$ cat src/rtl/csr_rmw_ctrl_pkg.sv
// Shared sizes, op encodings and state type for the CSR read-modify-write initiator.
package csr_rmw_ctrl_pkg;

   localparam int unsigned CSR_AW  = 8;
   localparam int unsigned CSR_DW  = 24;
   localparam int unsigned CSR_OPW = 2;

   localparam logic [CSR_AW-1:0] CSR_RO_BASE = 8'hC0;

   typedef enum logic [CSR_OPW-1:0] {
      CSR_OP_READ  = 2'b00,
      CSR_OP_WRITE = 2'b01,
      CSR_OP_SET   = 2'b10,
      CSR_OP_CLEAR = 2'b11
   } csr_op_e;

   typedef enum logic [1:0] {
      ST_IDLE  = 2'd0,
      ST_READ  = 2'd1,
      ST_WRITE = 2'd2,
      ST_RESP  = 2'd3
   } state_e;

endpackage

$ cat src/rtl/csr_rmw_alu.sv
// Combinational modify step: new CSR value and whether a write is needed at all.
module csr_rmw_alu
   import csr_rmw_ctrl_pkg::*;
#(
   parameter int unsigned DW = CSR_DW
) (
   input  logic [CSR_OPW-1:0] op,
   input  logic [DW-1:0]      old,
   input  logic [DW-1:0]      wdata,
   output logic [DW-1:0]      new_val,
   output logic               write_needed
);

   // Zero-mask SET/CLEAR leave the CSR untouched, so they skip the write.
   always_comb begin
      new_val      = old;
      write_needed = 1'b0;
      case (op)
         CSR_OP_WRITE: begin
            new_val      = wdata;
            write_needed = 1'b1;
         end
         CSR_OP_SET: begin
            new_val      = old | wdata;
            write_needed = |wdata;
         end
         CSR_OP_CLEAR: begin
            new_val      = old & ~wdata;
            write_needed = |wdata;
         end
         default: ;
      endcase
   end

endmodule

$ cat src/rtl/csr_rmw_ctrl.sv
// CSR port initiator: accepts one request, does read-modify-write on the CSR file,
// then returns the pre-modification value.
module csr_rmw_ctrl
   import csr_rmw_ctrl_pkg::*;
#(
   parameter int unsigned    AW      = CSR_AW,
   parameter int unsigned    DW      = CSR_DW,
   parameter logic [AW-1:0]  RO_BASE = AW'(CSR_RO_BASE)
) (
   input  logic               iw_clk,
   input  logic               iw_rst_n,
   input  logic               iw_req_valid,
   output logic               ow_req_ready,
   input  logic [CSR_OPW-1:0] iw_req_op,
   input  logic [AW-1:0]      iw_req_addr,
   input  logic [DW-1:0]      iw_req_wdata,
   output logic               ow_rsp_valid,
   input  logic               iw_rsp_ready,
   output logic [DW-1:0]      ow_rsp_rdata,
   output logic               ow_rsp_err,
   output logic [AW-1:0]      ow_csr_raddr,
   input  logic [DW-1:0]      iw_csr_rdata,
   output logic [AW-1:0]      ow_csr_waddr,
   output logic [DW-1:0]      ow_csr_wdata,
   output logic               ow_csr_we
);

   state_e               state_q, state_d;
   logic [CSR_OPW-1:0]   op_q, op_d;
   logic [AW-1:0]        addr_q, addr_d;
   logic [DW-1:0]        wdata_q, wdata_d;
   logic [DW-1:0]        rdata_q, rdata_d;
   logic                 err_q, err_d;
   logic                 req_ready_q, req_ready_d;
   logic                 rsp_valid_q, rsp_valid_d;
   logic                 we_q, we_d;
   logic [AW-1:0]        waddr_q, waddr_d;
   logic [DW-1:0]        cwdata_q, cwdata_d;

   logic [DW-1:0]        new_val;
   logic                 write_needed;
   logic                 ro_hit;

   csr_rmw_alu #(.DW(DW)) u_alu (
      .op           (op_q),
      .old          (iw_csr_rdata),
      .wdata        (wdata_q),
      .new_val      (new_val),
      .write_needed (write_needed)
   );

   assign ro_hit = write_needed && (addr_q >= RO_BASE);

   // Next-state and next-output logic.
   always_comb begin
      state_d     = state_q;
      op_d        = op_q;
      addr_d      = addr_q;
      wdata_d     = wdata_q;
      rdata_d     = rdata_q;
      err_d       = err_q;
      req_ready_d = req_ready_q;
      rsp_valid_d = rsp_valid_q;
      we_d        = 1'b0;
      waddr_d     = waddr_q;
      cwdata_d    = cwdata_q;
      case (state_q)
         ST_IDLE: begin
            req_ready_d = 1'b1;
            if (iw_req_valid && req_ready_q) begin
               op_d        = iw_req_op;
               addr_d      = iw_req_addr;
               wdata_d     = iw_req_wdata;
               req_ready_d = 1'b0;
               state_d     = ST_READ;
            end
         end
         ST_READ: begin
            rdata_d = iw_csr_rdata;
            err_d   = ro_hit;
            if (write_needed && !ro_hit) begin
               we_d     = 1'b1;
               waddr_d  = addr_q;
               cwdata_d = new_val;
               state_d  = ST_WRITE;
            end else begin
               rsp_valid_d = 1'b1;
               state_d     = ST_RESP;
            end
         end
         ST_WRITE: begin
            rsp_valid_d = 1'b1;
            state_d     = ST_RESP;
         end
         ST_RESP: begin
            if (iw_rsp_ready) begin
               rsp_valid_d = 1'b0;
               req_ready_d = 1'b1;
               state_d     = ST_IDLE;
            end
         end
         default: state_d = ST_IDLE;
      endcase
   end

   // Reset drops any in-flight write enable immediately.
   always_ff @(posedge iw_clk or negedge iw_rst_n) begin
      if (!iw_rst_n) begin
         state_q     <= ST_IDLE;
         op_q        <= '0;
         addr_q      <= '0;
         wdata_q     <= '0;
         rdata_q     <= '0;
         err_q       <= 1'b0;
         req_ready_q <= 1'b0;
         rsp_valid_q <= 1'b0;
         we_q        <= 1'b0;
         waddr_q     <= '0;
         cwdata_q    <= '0;
      end else begin
         state_q     <= state_d;
         op_q        <= op_d;
         addr_q      <= addr_d;
         wdata_q     <= wdata_d;
         rdata_q     <= rdata_d;
         err_q       <= err_d;
         req_ready_q <= req_ready_d;
         rsp_valid_q <= rsp_valid_d;
         we_q        <= we_d;
         waddr_q     <= waddr_d;
         cwdata_q    <= cwdata_d;
      end
   end

   assign ow_req_ready = req_ready_q;
   assign ow_rsp_valid = rsp_valid_q;
   assign ow_rsp_rdata = rdata_q;
   assign ow_rsp_err   = err_q;
   assign ow_csr_raddr = addr_q;
   assign ow_csr_waddr = waddr_q;
   assign ow_csr_wdata = cwdata_q;
   assign ow_csr_we    = we_q;

endmodule

$ cat config.mk
export PLATFORM = sky130hd
export DESIGN_NAME = csr_rmw_ctrl
export DESIGN_NICKNAME = d
export VERILOG_FILES = /design/src/rtl/csr_rmw_ctrl_pkg.sv /design/src/rtl/csr_rmw_alu.sv /design/src/rtl/csr_rmw_ctrl.sv
export SDC_FILE = /design/constraint.sdc
export NUM_CORES = 1
export LEC_CHECK = 0
export CAP_MARGIN = 20
export CORE_ASPECT_RATIO = 0.6
export CORE_MARGIN = 8
export CORE_UTILIZATION = 38
export DETAILED_ROUTE_END_ITERATION = 16
export PLACE_DENSITY = 0.7
export REMOVE_ABC_BUFFERS = 1
export SLEW_MARGIN = 20
export SYNTH_ARGS = -nofsm -noshare
export SYNTH_HDL_FRONTEND = slang
export SYNTH_SLANG_ARGS = --single-unit
$ cat constraint.sdc
create_clock -name iw_clk -period 4.7 [get_ports iw_clk]
set_input_delay 0.47 -clock iw_clk [delete_from_list [all_inputs] [get_ports iw_clk]]
set_output_delay 0.47 -clock iw_clk [all_outputs]
set_load 0.01 [all_outputs]
## Yosys cells after proc, flatten, opt, wreduce, memory -nomap -nowiden

Cells that the tools add are included.

| storage, ports and cells | value |
|---|---|
| register bits | 96 |
| input port bits | 62 |

| cells by class | value |
|---|---|
| order comparisons | 1 |
| eq/ne operators | 9 |
| multiplexer cells | 14 |
| bitwise gates (word level) | 3 |
| reduce and logical (&&, ||, !) cells | 14 |

Operators with widths:

| kind | number |
|---|---|
| $pmux W24 S3 | 1 |
| $and A24 B24 Y24 | 1 |
| $not A24 Y24 | 1 |
| $or A24 B24 Y24 | 1 |
| $reduce_or A24 Y1 | 1 |
| $eq A2 B2 Y1 const B | 4 |
| $ge A8 B8 Y1 const B | 1 |
| $pmux W2 S4 | 1 |
| $reduce_and A2 Y1 | 4 |
| $mux W1 | 7 |
| $ne A2 B2 Y1 const B | 3 |
| $eq A2 B1 Y1 const B | 2 |
| $mux W2 | 2 |
| $pmux W1 S2 | 2 |
| $logic_and A1 B1 Y1 | 3 |
| $pmux W1 S3 | 1 |
| $reduce_and A3 Y1 | 1 |
| $reduce_bool A3 Y1 | 1 |
| $logic_not A2 Y1 | 1 |
| $reduce_bool A2 Y1 | 1 |
| $reduce_or A2 Y1 | 1 |
| $logic_not A1 Y1 | 1 |

## Depth between registers and ports, before layout

Gate-level depths: netlist of the first run.

| logic depth | value |
|---|---|
| depth in word-level cells | 8 |
| mapped depth | 6 |
| mapped depth without buffers | 5 |

## By module

From an unflattened synthesis of the first run, not the netlist that was laid out.

| second synthesis, totals | value |
|---|---|
| cell total of the unflattened synthesis | 315 |
| area total of the unflattened synthesis | 4488.1 um^2 |

Modules (own cells, without submodules):

| module | instances | cells an instance | area each (um^2) | seq. area each (um^2) |
|---|---|---|---|---|
| csr_rmw_ctrl | 1 | 223 | 3819.9 | 2402.3 |
| csr_rmw_alu | 1 | 92 | 668.1 | 0.0 |

## Worst setup path before layout of the first run

No wires, ideal clock.

| timing path | value |
|---|---|
| path type | reg2reg |
| start | register wdata_q[14] |
| end | register waddr_q[7], in the netlist ow_csr_waddr[7] |
| data arrival time | 1643 ps |
| required time | 4575 ps |
| path slack | 2931 ps |
| stages on the path, launching flop included | 7 |
| buffers on the path | 2 |
| path through | dfrtp_1 > nor4_1 > nand3_2 > o2111a_1 > buf_6 > buf_12 > mux2_4 |

| between the ends | value |
|---|---|
| cells in the longest elaborated chain, start to end | 6 |

RTL lines:

| element | line | RTL |
|---|---|---|
| start: declaration | csr_rmw_ctrl.sv:31 | `logic [DW-1:0] wdata_q, wdata_d;` |
| start signal: assignment | csr_rmw_ctrl.sv:124 | `wdata_q <= wdata_d;` |
| $reduce_or A24 Y1 * | csr_rmw_alu.sv:25, csr_rmw_alu.sv:29 |  |
| $pmux W1 S2 * | csr_rmw_alu.sv:18 | `case (op)` |
| $logic_and A1 B1 Y1 | csr_rmw_ctrl.sv:52 | `assign ro_hit = write_needed && (addr_q >= RO_BASE);` |
| $logic_not A1 Y1 | csr_rmw_ctrl.sv:81 | `if (write_needed && !ro_hit) begin` |
| $logic_and A1 B1 Y1 * | csr_rmw_ctrl.sv:81 |  |
| $reduce_and A2 Y1 (no source line) * | - |  |
| end signal: assignment | csr_rmw_ctrl.sv:130 | `waddr_q <= waddr_d;` |
| end: declaration | csr_rmw_ctrl.sv:37 | `logic [AW-1:0] waddr_q, waddr_d;` |

Mark *: on every way between the ends. The rest lies on a longest branch, timed or not.
A chain may end at the register's enable or synchronous reset.

## Worst setup path after layout of the first run

| timing path | value |
|---|---|
| start | register op_q[1] |
| end | register cwdata_q[23], in the netlist ow_csr_wdata[23] |

| between the ends | value |
|---|---|
| cells in the longest elaborated chain, start to end | 7 |

RTL lines:

| element | line | RTL |
|---|---|---|
| start: declaration | csr_rmw_ctrl.sv:29 | `logic [CSR_OPW-1:0] op_q, op_d;` |
| start signal: assignment | csr_rmw_ctrl.sv:122 | `op_q <= op_d;` |
| $eq A2 B2 Y1 | csr_rmw_alu.sv:18 |  |
| $reduce_or A2 Y1 (no source line) | - |  |
| $pmux W1 S2 | csr_rmw_alu.sv:18 |  |
| $logic_and A1 B1 Y1 | csr_rmw_ctrl.sv:52 |  |
| $logic_not A1 Y1 | csr_rmw_ctrl.sv:81 |  |
| $logic_and A1 B1 Y1 | csr_rmw_ctrl.sv:81 |  |
| $reduce_and A2 Y1 (no source line) | - |  |
| end signal: assignment | csr_rmw_ctrl.sv:131 | `cwdata_q <= cwdata_d;` |
| end: declaration | csr_rmw_ctrl.sv:38 | `logic [DW-1:0] cwdata_q, cwdata_d;` |

Parallel ways exist; a longest one is shown, timed or not.

==> flow_summary.yaml, run 1 <==
run_status:
  outcome: "finished, final reports clean"
die:
  core-area_mm2: 0.0112
  num_rows: 30
  ioPinCount: 130
  die_w_um: 154
  die-area_mm2: 0.0152
  start_util_pct: 38.7
  fp.dieH_um: 98.8
logic_synthesis:
  synth_top_area_share_pct: 55.4
  syn_area_mm2: 0.00434
  synth-edff-count: 0
  yosysUniqueCellTypes: 34
  yosysMostFrequentCell: "dfrtp_1"
  ys_async_sr_fraction_pct: 100
  synth_commonest_cells: "96 x dfrtp_1, 62 x mux2_2, 28 x mux2_4, 27 x a21oi_1, 23 x nor2_1"
  synth_ff_type: "dfrtp_1"
  avgSynthCellArea_um2: 13.8
  yosysWarnings: 0
  synth_area_leader_cell: "dfrtp_1"
  synth_area_leaders: "dfrtp_1 55%, mux2_2 16%, mux2_4 9.7%"
  seq_area_frac_synth_pct: 55.4
  synth_cells: 315
  synth-seq-cells: 96
layout:
  nets: 508
  area_growth_pct: 40.5
  fillers: 910
  drive_gt1_share_pct: 27.0
route:
  wire_per_inst_um: 19.5
  wl_um: 11600
  drcViolationCount: 0
  routed_via_density: 5.06
  vias: 2998
  drtIter0Drc: 112
  antenna_left: 0
  drtPass1Iterations: 4
sta:
  fin_crit_sh_pct: 53.1
  setup_viol: 0
  hold_viol_final: 0
  fin_setup_tns_ns: 0
  finClkSkew_ns: 0.00764
  slew_viol_final: 0
  rsz0062_at_grt: "false"
  fin_crit_ns: 2.49
  clock.fmax_ghz: 0.401
  holdWs_ns: 0.133
  slew_headroom_pct: 33.5
  tightest_slew_ns: 0.998
global_route:
  antenna_found_initial: 0
  grt_pass1_vias: 3316
  overflow: 0
  grt_max_degree: 51
  grt_pass1_wl_um: 18400
  grt_usage_pct: 15.5
cts:
  root_buffer: "clkbuf_16"
  ctsResizeCount: 0
  cts_buffers: 9
  h-tree-depth: 3
  cts_tree: "done"
  path_clk_slew_ns: 0.07
  ctsHoldBuffers: 0
  clk_path_buf_depth: 2
  post_cts_buffers: 0
  clk_latency_ns: 0.35
  clkSinkCount: 96
hold_path:
  worstHoldPathType: "in -> async"
worst_setup_path:
  start_kind: "flop"
  path_max_fanout: 28
  cp.required_ns: 4.93
  end_kind: "flop"
  cp.arrival_ns: 2.73
  critPathKind: "reg -> reg"
placed_design:
  hpwlAfterDp_um: 8150
  portBuffers: 129
  gp_congestion: 0.725
flow_run:
  maxCapViolCount: 0
power:
  vdd_drop_max_mv: 0.310
  power_leakage_nw: 2.51
  p_per_area_mw_per_mm2: 755
==> layer usage <==
layer  global-route usage, %  part of all wire [%]  vias to the layer above
met3                    8.26                    10                        9
met1                    19.6                    46                     1474
li1                        -                     -                     1407
met4                    3.45                  0.73                        0
met2                    22.8                    43                      108
met5                       0                     0                        -
==> state kept, by name, indices dropped and copies added (netlist names) <==
signal and flops:
op_q 2, ow_csr_raddr 8, ow_csr_waddr 8, ow_csr_wdata 24, ow_csr_we 1, ow_req_ready 1, ow_rsp_err 1, ow_rsp_rdata 24
ow_rsp_valid 1, state_q 2, wdata_q 24
==> layout make-up <==
type	instances	area, um2	area share [%]
antenna	1	2.50	0.0411
inverter	4	15.0	0.246
clock inverter	5	80.1	1.31
tap	144	180	2.96
sequential	96	2400	39.4
clock buffer	11	243	3.98
multi-input combinational	198	1810	29.6
timing repair buffer	134	1370	22.4
==> logic make-up after synthesis <==
logic type / after synthesis / synth area share [%]
buf+inv: 21 / 3.14
flops: 96 / 55.4
fa+ha+maj: 3 / 0.865
compound gates: 62 / 9.05
mux: 91 / 26.0
xor+xnor: 2 / 0.404
simple gates: 40 / 5.16
==> worst max-delay path, cell delays in order, from the launching register on <==
cell,delay (ns)
dfrtp_1,0.45
or2_2,0.53
o2111a_2,0.77
buf_16,0.26
mux2_2,0.35
==> path summary, 6_finish.rpt <==
path / slack (ns) / cells after the start / start / to
max: 2.21 / 4 / op_q[1]$_DFFE_PN0P_ / ow_csr_wdata[23]$_DFFE_PN0P_
min: 0.13 / 1 / iw_rst_n / ow_rsp_rdata[10]$_DFFE_PN0P_
max reg2reg: 2.21 / 4 / op_q[1]$_DFFE_PN0P_ / ow_csr_wdata[23]$_DFFE_PN0P_
min reg2reg: 0.51 / 1 / ow_rsp_rdata[11]$_DFFE_PN0P_ / ow_rsp_rdata[11]$_DFFE_PN0P_
max in group asynchronous: 3.48 / 2 / iw_rst_n / ow_csr_wdata[23]$_DFFE_PN0P_
min in group iw_clk: 0.51 / 1 / ow_rsp_rdata[11]$_DFFE_PN0P_ / ow_rsp_rdata[11]$_DFFE_PN0P_
==> cell usage in the layout (no fill, tap or decap), drive strengths merged, types with 2 or more instances in the layout <==
master / instances
clkdlybuf4s50: 128
dfrtp: 96
mux2: 90
a21oi: 27
nor2: 23
a211oi: 22
clkbuf: 11
o21ai: 7
buf: 6
inv: 4
nor4: 4
nand2: 3
ha: 3
nand3: 3
xnor2: 2
bufinv: 2
clkinvlp: 2
==> through the flow <==
stage	util (%)	instance area (um2)	cells	setup slack (ns)	power (W)
after floorplan	-	4220	298	1.57	0.00281
after global placement	50.9	5720	574	2.11	0.00374
after detailed placement	50.9	5720	574	2.03	0.00382
after CTS	53.8	6040	590	2.00	0.00464
after global routing	54.3	6090	592	2.02	0.00489
final	54.3	6100	593	2.21	0.00460
==> power breakdown <==
part	switching [W]	leakage [nW]	internal [W]
registers	0.000343	1.14	0.00126
logic	0.000879	1.22	0.00133
clock network	0.000311	0.152	0.000480
Note: power is estimated with default switching activity, not from simulation.
==> inputs of run 2 (changes only) <==
==> constraint.sdc (replaced) <==
create_clock -name iw_clk -period 2.3 [get_ports iw_clk]
set_input_delay 0.23 -clock iw_clk [delete_from_list [all_inputs] [get_ports iw_clk]]
set_output_delay 0.23 -clock iw_clk [all_outputs]
set_load 0.01 [all_outputs]
==> run 2 against run 1 <==
- worst hold slack better by 0.26 ns
- clock-buffer cell count down 2
- total power is 100% higher
- clock skew about the same
- critical endpoint is now ow_csr_wdata[6]$_DFFE_PN0P_
- largest power group unchanged
==> flow_summary.yaml, run 2 (synthesized netlist as in run 1, its figures left out) <==
sta:
  fin_crit_sh_pct: 84.9
  clock.fmax_ghz: 0.512
  finClkSkew_ns: 0.00786
  slew_viol_final: 0
  rsz0062_at_grt: "false"
  slew_headroom_pct: 66.6
  setup_viol: 0
  hold_viol_final: 0
  tightest_slew_ns: 0.501
  fin_ws_ns: 0.347
  fin_crit_ns: 1.95
cts:
  cts_buffers: 9
  post_cts_buffers: 0
  clk_path_buf_depth: 2
  h-tree-depth: 3
  root_buffer: "clkbuf_16"
  cts_tree: "done"
  path_clk_slew_ns: 0.07
  clkSinkCount: 96
  ctsResizeCount: 0
  clk_latency_ns: 0.35
worst_setup_path:
  start_kind: "flop"
  cp.required_ns: 2.54
  end_kind: "flop"
  cp.arrival_ns: 2.19
  path_max_fanout: 26
  critPathKind: "reg -> reg"
route:
  drcViolationCount: 0
  vias: 3071
  drtPass1Iterations: 4
  routed_via_density: 5.14
  wire_per_inst_um: 20.0
  drtIter0Drc: 164
  antenna_left: 0
  wl_um: 12000
power:
  p_per_area_mw_per_mm2: 1540
  intPower_w: 0.00618
  p_seq_share_pct: 34.8
  power_frac_comb_pct: 48.8
  switching_power_w: 0.00323
  p_clk_share_pct: 16.4
  p_sw_share_pct: 34.3
  power_leakage_nw: 2.54
  vdd_drop_max_mv: 0.704
die:
  ioPinCount: 130
  die-area_mm2: 0.0152
  fp.dieH_um: 98.8
  core-area_mm2: 0.0112
  num_rows: 30
  die_w_um: 154
  start_util_pct: 38.7
layout:
  final_cell_mix: "128 x clkdlybuf4s50_1, 96 x dfrtp_1, 62 x mux2_2, 28 x mux2_4, 27 x a21oi_1"
  stdcell_count: 598
  finish.utilization_pct: 54.5
  area_growth_pct: 41.0
  insertedDiodeCount: 0
  final_common_cell: "clkdlybuf4s50_1"
  nets: 514
  fillers: 927
  drive_gt1_share_pct: 28.0
placed_design:
  portBuffers: 129
  gp_congestion: 0.766
  place_ws_ns: 0.347
  hpwlAfterDp_um: 8680
  placed_cells_incl_taps: 581
global_route:
  grt_max_degree: 60
  overflow: 0
  grt_pass1_vias: 3243
  antenna_found_initial: 0
  grt_usage_pct: 15.8
  grt_pass1_wl_um: 18800
run_status:
  outcome: "finished, final reports clean"
hold_path:
  worstHoldPathType: "in -> async"
flow_run:
  maxCapViolCount: 0
-- run 2: changes by cell type in the layout (fill, tap and decap cells not counted), sizes merged --
cell / previous run / this run
clkbuf: 11 / 9
clkinvlp: 2 / 1
bufinv: 2 / 1
buf: 6 / 11
dlygate4sd3: 0 / 1
clkinv: 1 / 2
diode: 1 / 0
inv: 4 / 7
-- run 2: worst paths after layout --
kind	start	to	slack (ns)	depth (start not counted)
worst min-delay path	iw_rst_n	ow_csr_wdata[16]$_DFFE_PN0P_	0.39	2
worst max register to register	wdata_q[7]$_DFFE_PN0P_	ow_csr_wdata[6]$_DFFE_PN0P_	0.35	5
max in group asynchronous	iw_rst_n	wdata_q[1]$_DFFE_PN0P_	1.21	3
worst min register to register	ow_rsp_rdata[2]$_DFFE_PN0P_	ow_rsp_rdata[2]$_DFFE_PN0P_	0.51	1
min in group iw_clk	iw_req_addr[0]	ow_csr_raddr[0]$_DFFE_PN0P_	0.48	2
worst max-delay path	wdata_q[7]$_DFFE_PN0P_	ow_csr_wdata[6]$_DFFE_PN0P_	0.35	5
-- run 2: layout make-up --
cell class | count | area, um2 | share of cell area, %
clock buffer | 9 | 225 | 3.68
multi-input combinational | 198 | 1810 | 29.5
inverter | 4 | 15.0 | 0.245
tap | 144 | 180 | 2.94
sequential | 96 | 2400 | 39.3
clock inverter | 7 | 77.6 | 1.27
timing repair buffer | 140 | 1410 | 23.1
-- run 2: repair_timing --
action / 4_1_cts / 5_1_grt
endpoints found under the hold margin: 37 / 0
setup endpoints to repair: 0 / 0
hold buffers: 1 / 0
-- run 2: worst max-delay path, cell delays in order, from the launching register on --
cell      delay (ns)
dfrtp_1         0.42
nor4_2          0.32
nand4_1         0.24
o2111a_2        0.35
buf_12          0.19
mux2_4          0.32
-- run 2: through the flow --
stage	cell area, um2	total power (W)	setup TNS [ns]	hold slack [ns]
6_report	6120	0.00941	0	0.392
5_1_grt	6120	0.00997	0	0.454
4_1_cts	6120	0.00952	0	0.412
3_5_place_dp	5810	0.00794	0	0.236
3_3_place_gp	5810	0.00778	0	0.232
2_1_floorplan	4220	0.00575	-25.40	-0.0656
-- run 2: metal layers --
| metal | share of wire [%] | vias up | GRT usage, % | routed length [um] |
|---|---|---|---|---|
| li1 | - | 1419 | - | - |
| met1 | 47 | 1531 | 21.4 | 5670 |
| met2 | 42 | 114 | 22.0 | 5040 |
| met3 | 9.8 | 7 | 8.26 | 1170 |
| met4 | 0.59 | 0 | 3.37 | 70 |
| met5 | 0 | - | 0 | 0 |
-- run 2: power groups by stage --
stage	clock network (W)	registers, W	logic (W)
5_1_grt	0.00165	0.00340	0.00493
3_3_place_gp	0	0.00327	0.00451
6_report	0.00154	0.00328	0.00459
3_5_place_dp	0	0.00329	0.00464
4_1_cts	0.00158	0.00328	0.00466
2_1_floorplan	0	0.00343	0.00232
==> inputs of run 3 (changes only) <==
--- a/config.mk
+++ b/config.mk
@@ -10,7 +10,7 @@
 export CORE_MARGIN = 8
 export CORE_UTILIZATION = 38
 export DETAILED_ROUTE_END_ITERATION = 16
-export PLACE_DENSITY = 0.7
+export PLACE_DENSITY = 0.72
 export REMOVE_ABC_BUFFERS = 1
 export SLEW_MARGIN = 20
 export SYNTH_ARGS = -nofsm -noshare
==> constraint.sdc (replaced) <==
create_clock -name iw_clk -period 1.7 [get_ports iw_clk]
set_input_delay 0.17 -clock iw_clk [delete_from_list [all_inputs] [get_ports iw_clk]]
set_output_delay 0.17 -clock iw_clk [all_outputs]
set_load 0.01 [all_outputs]
==> run 3 against run 2 <==
- the run now ends with setup timing left
- sequential cell count unchanged
- worst hold slack got worse by 0.082 ns
- register-to-register slack got worse by 0.51 ns
- critical path type unchanged
==> flow_summary.yaml, run 3 (synthesized netlist as in run 1, its figures left out) <==
placed_design:
  place_ws_ns: -0.167
  placed_cell_area_mm2: 0.00607
  hpwlAfterDp_um: 8790
  gp_congestion: 0.777
  portBuffers: 129
power:
  power_frac_comb_pct: 52.2
  p_per_area_mw_per_mm2: 2060
  vdd_drop_max_mv: 0.905
  power.total_w: 0.0132
  p_seq_share_pct: 32.5
  switching_power_w: 0.00435
  power_leakage_nw: 2.71
  p_clk_share_pct: 15.3
  intPower_w: 0.00886
  p_sw_share_pct: 32.9
worst_setup_path:
  cpMaxStageDelayCell: "dfrtp_1"
  cp_cell_sequence: "nor4_4 > nand4_1 > o2111a_2 > buf_12 > mux2_4"
  path_max_fanout: 21
  cpPeakStageDelay_ns: 0.42
  start_kind: "flop"
  cp.required_ns: 1.92
  end_kind: "flop"
  critPathKind: "reg -> reg"
  cp.arrival_ns: 2.09
sta:
  tightest_slew_ns: 0.438
  fin_crit_ns: 1.87
  finClkSkew_ns: 0.0107
  fin_setup_tns_ns: -4.81
  hold_viol_final: 0
  setup_viol: 33
  fin_crit_sh_pct: 110
  fin_ws_ns: -0.168
  rsz0062_at_grt: "true"
  slew_headroom_pct: 70.8
  clock.fmax_ghz: 0.535
  slew_viol_final: 0
global_route:
  grt_pass1_wl_um: 19100
  grt_usage_pct: 15.9
  grt_pass1_vias: 3523
  grt_max_degree: 39
  overflow: 0
  antenna_found_initial: 0
hold_path:
  worstHoldPathType: "in -> async"
die:
  core-area_mm2: 0.0112
  num_rows: 30
  ioPinCount: 130
  die-area_mm2: 0.0152
  die_w_um: 154
  fp.dieH_um: 98.8
  start_util_pct: 38.7
run_status:
  outcome: "finished with violations"
  violations: "setup timing"
route:
  wl_um: 11600
  drtIter0Drc: 128
  drcViolationCount: 0
  antenna_left: 0
  routed_via_density: 5.02
  wire_per_inst_um: 18.3
  drtPass1Iterations: 4
  vias: 3177
cts:
  path_clk_slew_ns: 0.07
  cts_tree: "done"
  clk_path_buf_depth: 2
  h-tree-depth: 3
  clk_latency_ns: 0.34
  clkSinkCount: 96
  cts_buffers: 9
  root_buffer: "clkbuf_16"
layout:
  area_growth_pct: 47.6
  insertedDiodeCount: 0
  final_common_cell: "clkdlybuf4s50_1"
  final_cell_area_mm2: 0.00640
  nets: 549
  final_cell_mix: "128 x clkdlybuf4s50_1, 96 x dfrtp_1, 62 x mux2_2, 42 x buf_4, 28 x mux2_4"
  fillers: 888
  drive_gt1_share_pct: 32.9
flow_run:
  maxCapViolCount: 0
run 3: cell count changes in the layout (fill, tap and decap cells not counted), sizes merged:
cell / previous run / this run
inv: 7 / 5
clkinv: 2 / 1
clkbuf: 9 / 12
buf: 11 / 46
run 3: stage by stage:
| step | utilization [%] | cells | hold slack, ns |
|---|---|---|---|
| floorplan | - | 298 | -0.126 |
| global placement | 54.0 | 614 | 0.135 |
| detailed placement | 54.0 | 614 | 0.149 |
| CTS | 57.0 | 633 | 0.320 |
| global route | 57.1 | 633 | 0.355 |
| finish | 57.1 | 633 | 0.310 |
run 3: cell type report:
class	instances	area, um2	share of cell area [%]
sequential	96	2400	37.5
inverter	4	15.0	0.234
clock inverter	4	51.3	0.801
clock buffer	12	246	3.85
multi-input combinational	198	1820	28.4
timing repair buffer	175	1690	26.3
tap	144	180	2.81
run 3: per-layer routing:
layer	vias to the layer above	part of all wire, %	track usage [%]
li1	1497	-	-
met1	1575	46	20.0
met2	96	45	24.6
met3	9	8.8	7.43
met4	0	0.61	3.15
met5	-	0	0
run 3: final timing paths:
check,startpoint,to,slack (ns),cells past startpoint
setup / recovery,wdata_q[4]$_DFFE_PN0P_,ow_csr_wdata[1]$_DFFE_PN0P_,-0.17,5
hold / removal,iw_rst_n,ow_rsp_rdata[1]$_DFFE_PN0P_,0.31,2
max in group asynchronous,iw_rst_n,ow_rsp_err$_DFFE_PN0P_,0.82,3
setup reg to reg,wdata_q[4]$_DFFE_PN0P_,ow_csr_wdata[1]$_DFFE_PN0P_,-0.17,5
min in group iw_clk,iw_req_wdata[22],wdata_q[22]$_DFFE_PN0P_,0.44,2
hold reg to reg,ow_rsp_rdata[3]$_DFFE_PN0P_,ow_rsp_rdata[3]$_DFFE_PN0P_,0.50,1
run 3: worst max-delay path, delay by kind of cell, from the launching register on:
kind	cells	cell delay (ns)
AOI/OAI and AO/OA	1	0.34
buffers and inverters	1	0.19
DFF	1	0.42
muxes	1	0.30
and+or+nand+nor	2	0.49
run 3: power by group through the flow:
| stage | combinational, W | clock (W) | sequential (W) |
|---|---|---|---|
| floorplan | 0.00313 | 0 | 0.00465 |
| global placement | 0.00676 | 0 | 0.00425 |
| detailed placement | 0.00696 | 0 | 0.00428 |
| CTS | 0.00701 | 0.00208 | 0.00428 |
| global route | 0.00746 | 0.00217 | 0.00445 |
| finish | 0.00689 | 0.00203 | 0.00429 |
run 3: repair_timing:
item,4_1_cts,5_1_grt
endpoints found under the setup margin,33,35
pin swaps,3,1
cloned,0,0
gates resized for setup,1,2
endpoints found under the hold margin,31,0
hold buffers,1,0
setup buffers,2,0
